`src/rtl/mem_arb_pkg.sv`:
```
`default_nettype none
// ============================================================================
// Module   : mem_arb_pkg
// Brief    : Requester ids and access-size encodings for mem_req_arbiter.
// Revision : 1.0 - initial release
// ============================================================================
package mem_arb_pkg;

  localparam logic REQ_INST = 1'b0;
  localparam logic REQ_DATA = 1'b1;

  localparam logic [1:0] SZ_BYTE = 2'd0;
  localparam logic [1:0] SZ_HALF = 2'd1;
  localparam logic [1:0] SZ_WORD = 2'd2;

endpackage
`default_nettype wire

```
`src/rtl/mem_req_arbiter_tag_fifo.sv`:
```
`default_nettype none
// ============================================================================
// Module   : arb_tag_fifo
// Brief    : In-order FIFO of 1-bit requester ids with simultaneous push/pop.
// Revision : 1.0 - initial release
// ============================================================================
module arb_tag_fifo #(
  parameter int DEPTH = 2
) (
  input  logic clk,
  input  logic reset,
  input  logic push,
  input  logic push_id,
  input  logic pop,
  output logic pop_id,
  output logic full,
  output logic empty
);

  localparam int c_AW = $clog2(DEPTH);
  localparam logic [c_AW:0] c_FULL = (c_AW + 1)'(DEPTH);

  logic [DEPTH-1:0] r_mem;
  logic [c_AW-1:0]  r_wr_ptr;
  logic [c_AW-1:0]  r_rd_ptr;
  logic [c_AW:0]    r_count;
  logic             w_push_en;
  logic             w_pop_en;

  assign full      = (r_count == c_FULL);
  assign empty     = (r_count == '0);
  assign w_push_en = push && !full;
  assign w_pop_en  = pop && !empty;
  assign pop_id    = r_mem[r_rd_ptr];

  always_ff @(posedge clk) begin
    if (reset) begin
      r_wr_ptr <= '0;
      r_rd_ptr <= '0;
      r_count  <= '0;
    end else begin
      if (w_push_en) r_wr_ptr <= r_wr_ptr + 1'b1;
      if (w_pop_en)  r_rd_ptr <= r_rd_ptr + 1'b1;
      case ({w_push_en, w_pop_en})
        2'b10:   r_count <= r_count + 1'b1;
        2'b01:   r_count <= r_count - 1'b1;
        default: r_count <= r_count;
      endcase
    end
  end

  // Storage holds only ids; validity is tracked by the pointers, so no reset.
  always_ff @(posedge clk) begin
    if (w_push_en) r_mem[r_wr_ptr] <= push_id;
  end

endmodule
`default_nettype wire

```
`src/rtl/mem_req_arbiter.sv`:
```
`default_nettype none
// ============================================================================
// Module   : mem_req_arbiter
// Brief    : Shares one memory port between inst and data requesters and
//            routes in-order responses. Define MEM_ARB_RR_EN for round-robin.
// Revision : 1.0 - initial release
// ============================================================================
module mem_req_arbiter
  import mem_arb_pkg::*;
#(
  parameter int OUT_DEPTH = 2
) (
  input  logic        clk,
  input  logic        reset,
  input  logic        inst_req,
  input  logic        inst_wr,
  input  logic [1:0]  inst_size,
  input  logic [31:0] inst_addr,
  input  logic [31:0] inst_wdata,
  output logic        inst_addr_ok,
  output logic        inst_data_ok,
  output logic [31:0] inst_rdata,
  input  logic        data_req,
  input  logic        data_wr,
  input  logic [1:0]  data_size,
  input  logic [31:0] data_addr,
  input  logic [31:0] data_wdata,
  output logic        data_addr_ok,
  output logic        data_data_ok,
  output logic [31:0] data_rdata,
  output logic        mem_req,
  output logic        mem_wr,
  output logic [1:0]  mem_size,
  output logic [31:0] mem_addr,
  output logic [31:0] mem_wdata,
  input  logic        mem_addr_ok,
  input  logic        mem_data_ok,
  input  logic [31:0] mem_rdata
);

  logic w_fifo_full;
  logic w_fifo_empty;
  logic w_pop_id;
  logic w_pref_id;
  logic w_win_id;
  logic w_win_req;
  logic w_push;
  logic w_pop;
  logic r_lock;
  logic r_lock_id;

`ifdef MEM_ARB_RR_EN
  logic r_rr_ptr;

  // Prefer whichever requester did not win the most recent acceptance.
  always_ff @(posedge clk) begin
    if (reset)       r_rr_ptr <= REQ_DATA;
    else if (w_push) r_rr_ptr <= ~w_win_id;
  end

  assign w_pref_id = r_rr_ptr;
`else
  assign w_pref_id = REQ_DATA;
`endif

  always_comb begin
    w_win_id = w_pref_id;
    if (r_lock)                     w_win_id = r_lock_id;
    else if (inst_req && !data_req) w_win_id = REQ_INST;
    else if (data_req && !inst_req) w_win_id = REQ_DATA;
  end

  assign w_win_req = (w_win_id == REQ_DATA) ? data_req : inst_req;
  assign mem_req   = w_win_req && !w_fifo_full && !reset;
  assign mem_wr    = (w_win_id == REQ_DATA) ? data_wr    : inst_wr;
  assign mem_size  = (w_win_id == REQ_DATA) ? data_size  : inst_size;
  assign mem_addr  = (w_win_id == REQ_DATA) ? data_addr  : inst_addr;
  assign mem_wdata = (w_win_id == REQ_DATA) ? data_wdata : inst_wdata;

  assign w_push       = mem_req && mem_addr_ok;
  assign inst_addr_ok = w_push && (w_win_id == REQ_INST);
  assign data_addr_ok = w_push && (w_win_id == REQ_DATA);

  assign w_pop        = mem_data_ok && !w_fifo_empty && !reset;
  assign inst_data_ok = w_pop && (w_pop_id == REQ_INST);
  assign data_data_ok = w_pop && (w_pop_id == REQ_DATA);
  assign inst_rdata   = mem_rdata;
  assign data_rdata   = mem_rdata;

  // A request presented but not taken must stay granted until accepted;
  // the lock survives full-FIFO stalls because the request is still held.
  always_ff @(posedge clk) begin
    if (reset) begin
      r_lock    <= 1'b0;
      r_lock_id <= REQ_DATA;
    end else if (mem_req && !mem_addr_ok) begin
      r_lock    <= 1'b1;
      r_lock_id <= w_win_id;
    end else if (w_push || !w_win_req) begin
      r_lock    <= 1'b0;
    end
  end

  arb_tag_fifo #(
    .DEPTH (OUT_DEPTH)
  ) u_tag_fifo (
    .clk     (clk),
    .reset   (reset),
    .push    (w_push),
    .push_id (w_win_id),
    .pop     (w_pop),
    .pop_id  (w_pop_id),
    .full    (w_fifo_full),
    .empty   (w_fifo_empty)
  );

endmodule
`default_nettype wire

```
`config.mk`:
```
export PLATFORM = sky130hd
export DESIGN_NAME = mem_req_arbiter
export DESIGN_NICKNAME = d
export VERILOG_FILES = /design/src/rtl/mem_arb_pkg.sv /design/src/rtl/mem_req_arbiter_tag_fifo.sv /design/src/rtl/mem_req_arbiter.sv
export SDC_FILE = /design/constraint.sdc
export NUM_CORES = 1
export LEC_CHECK = 0
export ABC_AREA = 1
export BUFFER_PORTS_ARGS = -buffer_cell sky130_fd_sc_hd__clkbuf_2
export CORE_AREA = 3 3 118 120
export CTS_CLUSTER_DIAMETER = 60
export DETAILED_ROUTE_END_ITERATION = 10
export DIE_AREA = 0 0 121 123
export PLACE_DENSITY = 0.5
export SETUP_SLACK_MARGIN = 0.15
export SYNTH_ARGS = -nofsm -noshare
export SYNTH_HDL_FRONTEND = slang
export SYNTH_SLANG_ARGS = --single-unit
```
`constraint.sdc`:
```
create_clock -name clk -period 1.5 [get_ports clk]
set_clock_uncertainty 0.15 [all_clocks]
set_input_delay 0.15 -clock clk [delete_from_list [all_inputs] [get_ports clk]]
set_output_delay 0.15 -clock clk [all_outputs]
set_load 0.01 [all_outputs]
```
==> results of run 1 <==
[registers in the layout, summed over array words and instances, names as in the netlist]
signal               count
u_tag_fifo.r_rd_ptr      1
u_tag_fifo.r_wr_ptr      1
u_tag_fifo.r_mem         2
r_lock                   1
r_lock_id                1
u_tag_fifo.r_count       2
[cells in the final DEF (no fill, tap or decap), drive strengths merged]
cell / instances
nand3: 4
or2: 1
and3: 1
nor3: 1
clkbuf: 179
ha: 1
buf: 59
edfxtp: 2
dfxtp: 6
nor2: 11
o21ai: 6
xor2: 1
o21bai: 1
a21oi: 4
nand2: 206
nand4: 1
nand3b: 1
inv: 14
[metrics by stage]
stage | instance area [µm²] | TNS [ps] | util [%] | total power, µW | setup WS, ps
6_report | 3040 | -17130 | 23.2 | 1760 | -287
5_1_grt | 3040 | -23080 | 23.2 | 1900 | -351
4_1_cts | 2940 | -19900 | 22.5 | 1750 | -328
3_5_place_dp | 2640 | -1210 | 20.2 | 1150 | -112
3_3_place_gp | 2640 | -306 | 20.2 | 1150 | -76.5
2_1_floorplan | 1810 | 0 | - | 857 | 14.0
[what timing repair did]
action,CTS,global route
setup endpoints to repair,76,81
gates cloned,3,1
gates resized for setup,36,47
pin swaps,12,6
setup buffers,4,3
[cell type report]
type                    count  area (µm²)
flip-flops and latches      8         190
repair buffers            234        1360
well taps                 176         220
multi-input cells         239        1130
fillers                  1520       10000
clock buffers               4        78.8
inverters                  14        52.6
[power by group]
group,internal [µW],switching (µW),leakage [µW]
sequential,239,14.0,0.0000689
combinational,494,548,0.00180
clock,355,109,0.0000382
total,1090,671,0.00191
[worst paths after layout]
| kind | end | start | slack (ps) |
|---|---|---|---|
| max | mem_addr[13] | r_lock | -290 |
| min | u_tag_fifo.r_count[1] | reset | 50 |
| max reg2reg | u_tag_fifo.r_count[1] | r_lock | -120 |
| min reg2reg | u_tag_fifo.r_rd_ptr | u_tag_fifo.r_rd_ptr | 310 |
[routing by layer]
metal	wire (µm)	global-route usage, %
met2	4070	17.0
met3	762	1.83
met1	3380	11.5
met5	0	0
met4	293	4.11
[kinds of logic after synthesis]
family                     share of synthesized area [%]
DFF                                                 10.2
buffers and inverters                               34.9
AOI/OAI and AO/OA                                   4.52
and+or+nand+nor                                     49.2
xor gates and xnor gates                           0.494
adders and majority gates                          0.706
==> metrics.md, run 1 <==
| Metric | Value |
|---|---|
| # IOs | 308 |
| Status | finished, violations left |
| Slowest-stage cell, CP | dfxtp_2 |
| Non-filler cells, final | between 600 and 700 |
| Global placement routability congestion | slightly below 0.7 |
| P&R area growth vs syn | 71.3% |
| Worst-path clk slew | roughly 40 ps |
| Chip width | between 100 and 150 µm |
| Synthesis-stage register bit count | 8 |
| Worst hold path type | in -> reg |
| HPWL Detailed | approximately 6 mm |
| First-pass GRT wire length | ~11 mm |
| Starting DRT DRC Count | between 80 and 90 |
| Final period utilization | 119% |
| Initial antenna violation count | 0 |
| Main flop type after synthesis | dfxtp_1 |
| Final ANT Viol Nets | 0 |
| Total grt overflow | 0 |
| CTS Root Cell | clkbuf_16 |
| CTS tree | yes |
| Critical-path cell list | inv_2 -> nand2_4 -> o21ai_4 -> buf_12 -> clkbuf_16 -> nand2_1 -> nand2_1 -> clkbuf_2 |
| Drt pass-1 iters | 4 |
| Post-synth EDFFs | 2 |
| CTS sink cnt | 8 |
| Worst Setup Path Type | reg -> out |
| Worst path depth | 8 |
| Maximum clock path buffer count | 2 |
| GRT Total Usage | 9.68% |
| Synth cell types | 22 |
| Crit path buffers/inverters | 4 |
| Failing checks | setup timing |
| Post-Syn Area | between 1500 and 2000 µm² |
| Leakage | roughly 0.0019 µW |
| Post-synth ARST share | 0% |
| CP max stage delay | roughly 330 ps |
| Number of H-tree levels | 1 |
| CP Capture Type | output pin |
| Hold_buf cts | 0 |
| Required time worst endpoint | about 1200 ps |
| DIE AREA | around 15000 µm² |
| Core area | about 13000 µm² |
| Worst Path Arrival | 1490 ps |
| Largest net degree at the start of global routing | 38 |
| WL final | roughly 8.5 mm |
| Synthesis warning total | 0 |
| Worst setup margin | -287 ps |
| Worst rel slew slack | around 85% |
| Fmax | roughly 0.56 GHz |
| Area leader, netlist | nand2_1 |
| Port Buffer Count | between 200 and 250 |
| Final setup fails | 74 |
| Gate count after technology mapping | ~340 |
| Hold depth | 2 |
| Placed Cells | 660 |
| Most frequent cells after synthesis | 206 x nand2_1, 65 x buf_4, 11 x buf_2, 11 x inv_1, 11 x nor2_1 |
| DRC viols | 0 |
| RSZ-0062 raised after global routing | yes |
| N_diodes | 0 |
| Clk_lat worst skew | roughly 230 ps |
| Worst-path fanout max | 8 |
| Register area share after synthesis | around a tenth |
| Number of cell rows | 42 |
| VDD IR max | 317 µV |
| Share of layout cells above drive strength 1 | a little under three fifths |
| Via Count | between 2000 and 2500 |
| Via density | approximately 3.7 |
| FF-to-FF path depth | 9 |
| Synth top area share | a little over two fifths |
| Drt wl/cell | 12.6 µm |
| Max-cap viol count | 0 |
| Worst-margin pin slew | around 230 ps |
| Number of global-route vias before repair | roughly 2200 |
| Syn_area_per_cell | 5.23 µm² |
| Starting Density | between 10% and 20% |
| TritonCTS Buffers | 3 |
| Top cells by area, synth | nand2_1 44%, buf_4 28%, dfxtp_1 6.8%, edfxtp_1 3.4%, buf_2 3.1% |
| PwrDens | about 580 nW/µm² |
| Syn nets | just over 500 |
| Nets | roughly 670 |
| Die H | about 120 µm |
| CP startpoint kind | flop |
| Kind of cell adding the most delay to the critical path | buffers and inverters |
| Count leader, synth | nand2_1 |
| Slew Viols, Final | 0 |
| Period minus WS final | roughly 1800 ps |
| Hold_ws | 54.3 ps |
| Critical Path Most Common Cell | nand2_1 |
| Hold Vio Cnt, Final | 0 |
No activity file was read; power rests on OpenSTA's default activity.
==> run 2, diff against run 1 <==
PLACE_DENSITY = 0.43   (was 0.5)
clock period = 1.85 ns   (was 1.5 ns; I/O delays follow)
==> metrics.md, run 2 (synthesis gave the netlist of run 1 again) <==
| Metric | Value |
|---|---|
| HPWL Detailed | 5.93 mm (-1.5%) |
| Global placement routability congestion | 0.785 (+16%) |
| Fmax | 0.544 GHz |
| Worst hold path type | in -> reg |
| # IOs | 308 (unchanged) |
| Top flop regs | u_tag_fifo.r_count (2), u_tag_fifo.r_mem (2) |
| Clk_lat worst skew | 230 ps (about the same) |
| Hold Vio Cnt, Final | 0 (unchanged) |
| DIE AREA | 14900 µm² (unchanged) |
| Final Instance Area | 3290 µm² (+8.4%) |
| Share of layout cells above drive strength 1 | 56.7% (+0.17 points) |
| Pre-CTS setup slack | 228 ps (+340 ps) |
| Layout Utilization | 25.1% (+2.0 points) |
| Number of global-route vias before repair | 2249 (+3.8%) |
| FF-to-FF path depth | 9 (unchanged) |
| Via density | 3.86 (+4.7%) |
| Worst Path Arrival | 1500 ps (about the same) |
| Maximum clock path buffer count | 2 (unchanged) |
| CP Capture Type | output pin |
| CP max stage delay | 330 ps (about the same) |
| Drt pass-1 iters | 4 (unchanged) |
| Crit path buffers/inverters | 5 (+1) |
| Number of cell rows | 42 (unchanged) |
| Most common cell after layout, fill and taps aside | clkbuf_2 |
| Kind of cell adding the most delay to the critical path | buffers and inverters |
| R2R Path End | u_tag_fifo.r_count[1] |
| Post-DP Area | 2570 µm² (-2.8%) |
| Via Count | 2610 (+5.0%) |
| Period minus WS final | between 1500 and 2000 ps |
| R2r startpoint | r_lock |
| Leakage | 0.00201 µW (+5.7%) |
| Core area | 13100 µm² (unchanged) |
| Port Buffer Count | 211 (unchanged) |
| CTS tree | yes |
| VDD IR max | 219 µV (-31%) |
| CTS Root Cell | clkbuf_16 |
| CP startpoint kind | flop |
| CTS sink cnt | 8 (unchanged) |
| Final setup fails | 0 (-100%) |
| Critical-path cell list | inv_2 -> nand2_4 -> o21ai_4 -> buf_6 -> inv_12 -> clkbuf_16 -> nand2_1 -> nand2_1 -> clkbuf_2 |
| WL final | 9.03 mm (+6.2%) |
| Max-cap viol count | 0 (unchanged) |
| Die H | 123 µm (unchanged) |
| Worst Setup Path Type | reg -> out |
| Reg2reg setup slack | 210 ps (+330 ps) |
| TritonCTS Buffers | 3 (unchanged) |
| Worst-margin pin slew | 276 ps (+48.4 ps) |
| Fillcell total | 1493 (-1.8%) |
| N_diodes | 0 (unchanged) |
| Status | finished clean |
| Critical Path Start | r_lock |
| Total grt overflow | 0 (unchanged) |
| PwrDens | 465 nW/µm² (-20%) |
| Worst rel slew slack | 81.5% (-3.3 points) |
| Min-delay src | reset |
| Final period utilization | between 90% and 100% |
| Required time worst endpoint | 1510 ps (+310 ps) |
| Worst-path fanout max | 9 (+1) |
| Most frequent cells in the layout | 199 x clkbuf_2, 181 x nand2_1, 16 x nand2_2 |
| Largest net degree at the start of global routing | 19 (-50%) |
| Worst setup margin | 12.7 ps (+299 ps) |
| Nets | 676 (+0.45%) |
| Slew Viols, Final | 0 (unchanged) |
| Starting DRT DRC Count | 69 (-21%) |
| GRT Total Usage | 9.65% (-0.037 points) |
| Hold Path Sink | u_tag_fifo.r_count[1] |
| DRC viols | 0 (unchanged) |
| Slowest-stage cell, CP | dfxtp_2 |
| Drt wl/cell | 13.3 µm (+5.9%) |
| RSZ-0062 raised after global routing | yes |
| P&R area growth vs syn | 85.7% |
| Initial antenna violation count | 0 (unchanged) |
| Critical Path Most Common Cell | nand2_1 |
| Chip width | 121 µm (unchanged) |
| Number of H-tree levels | 1 (unchanged) |
| Hold depth | 2 (unchanged) |
| Final ANT Viol Nets | 0 (unchanged) |
| Worst-path clk slew | 40 ps (about the same) |
| First-pass GRT wire length | 11.2 mm (+1.6%) |
| Starting Density | 13.5% (unchanged) |
[run 2: worst max-delay path by stage]
stage / end / slack [ps] / cells after the start
finish: mem_addr[23] / 10 / 9
global route: mem_addr[10] / -70 / 9
CTS: mem_addr[10] / 30 / 9
detailed placement: u_tag_fifo.r_count[1] / 230 / 7
global placement: u_tag_fifo.r_count[1] / 280 / 7
floorplan: u_tag_fifo.r_count[1] / 260 / 7
[run 2: stage by stage]
step / hold slack [ps] / power (µW) / std cells / setup TNS (ps)
after CTS: 92.4 / 1420 / 670 / 0
final: 101 / 1530 / 677 / 0
after detailed placement: 220 / 908 / 653 / 0
after global routing: 96.9 / 1650 / 677 / -2860
after floorplan: 112 / 686 / 339 / 0
after global placement: 220 / 903 / 653 / 0
[run 2: power breakdown]
part           leakage [µW]  switching, µW  internal, µW
combinational       0.00191            482           482
sequential        0.0000679           10.4           194
clock             0.0000370           83.3           279
[run 2: final cells by class]
cell class,instances,area [µm²],area share (%)
Timing Repair Buffer,237,1610,48.9
Sequential cell,8,184,5.59
Multi-Input combinational cell,239,1140,34.6
Inverter,14,65.1,1.98
Clock buffer,3,75.1,2.28
Tap cell,176,220,6.69
[run 2: layer usage]
metal	vias up	wire [µm]	track usage, %
met1	1165	3560	11.6
met5	-	0	0
met2	147	4580	17.5
met4	0	104	2.41
met3	17	788	2.10
li1	1281	-	-
[run 2: repair_timing]
item / CTS / global route
cloned: 6 / 7
hold buffers: 0 / 0
pin swaps: 3 / 5
gates resized for setup: 26 / 62
setup endpoints to repair: 69 / 73
setup buffers: 8 / 0
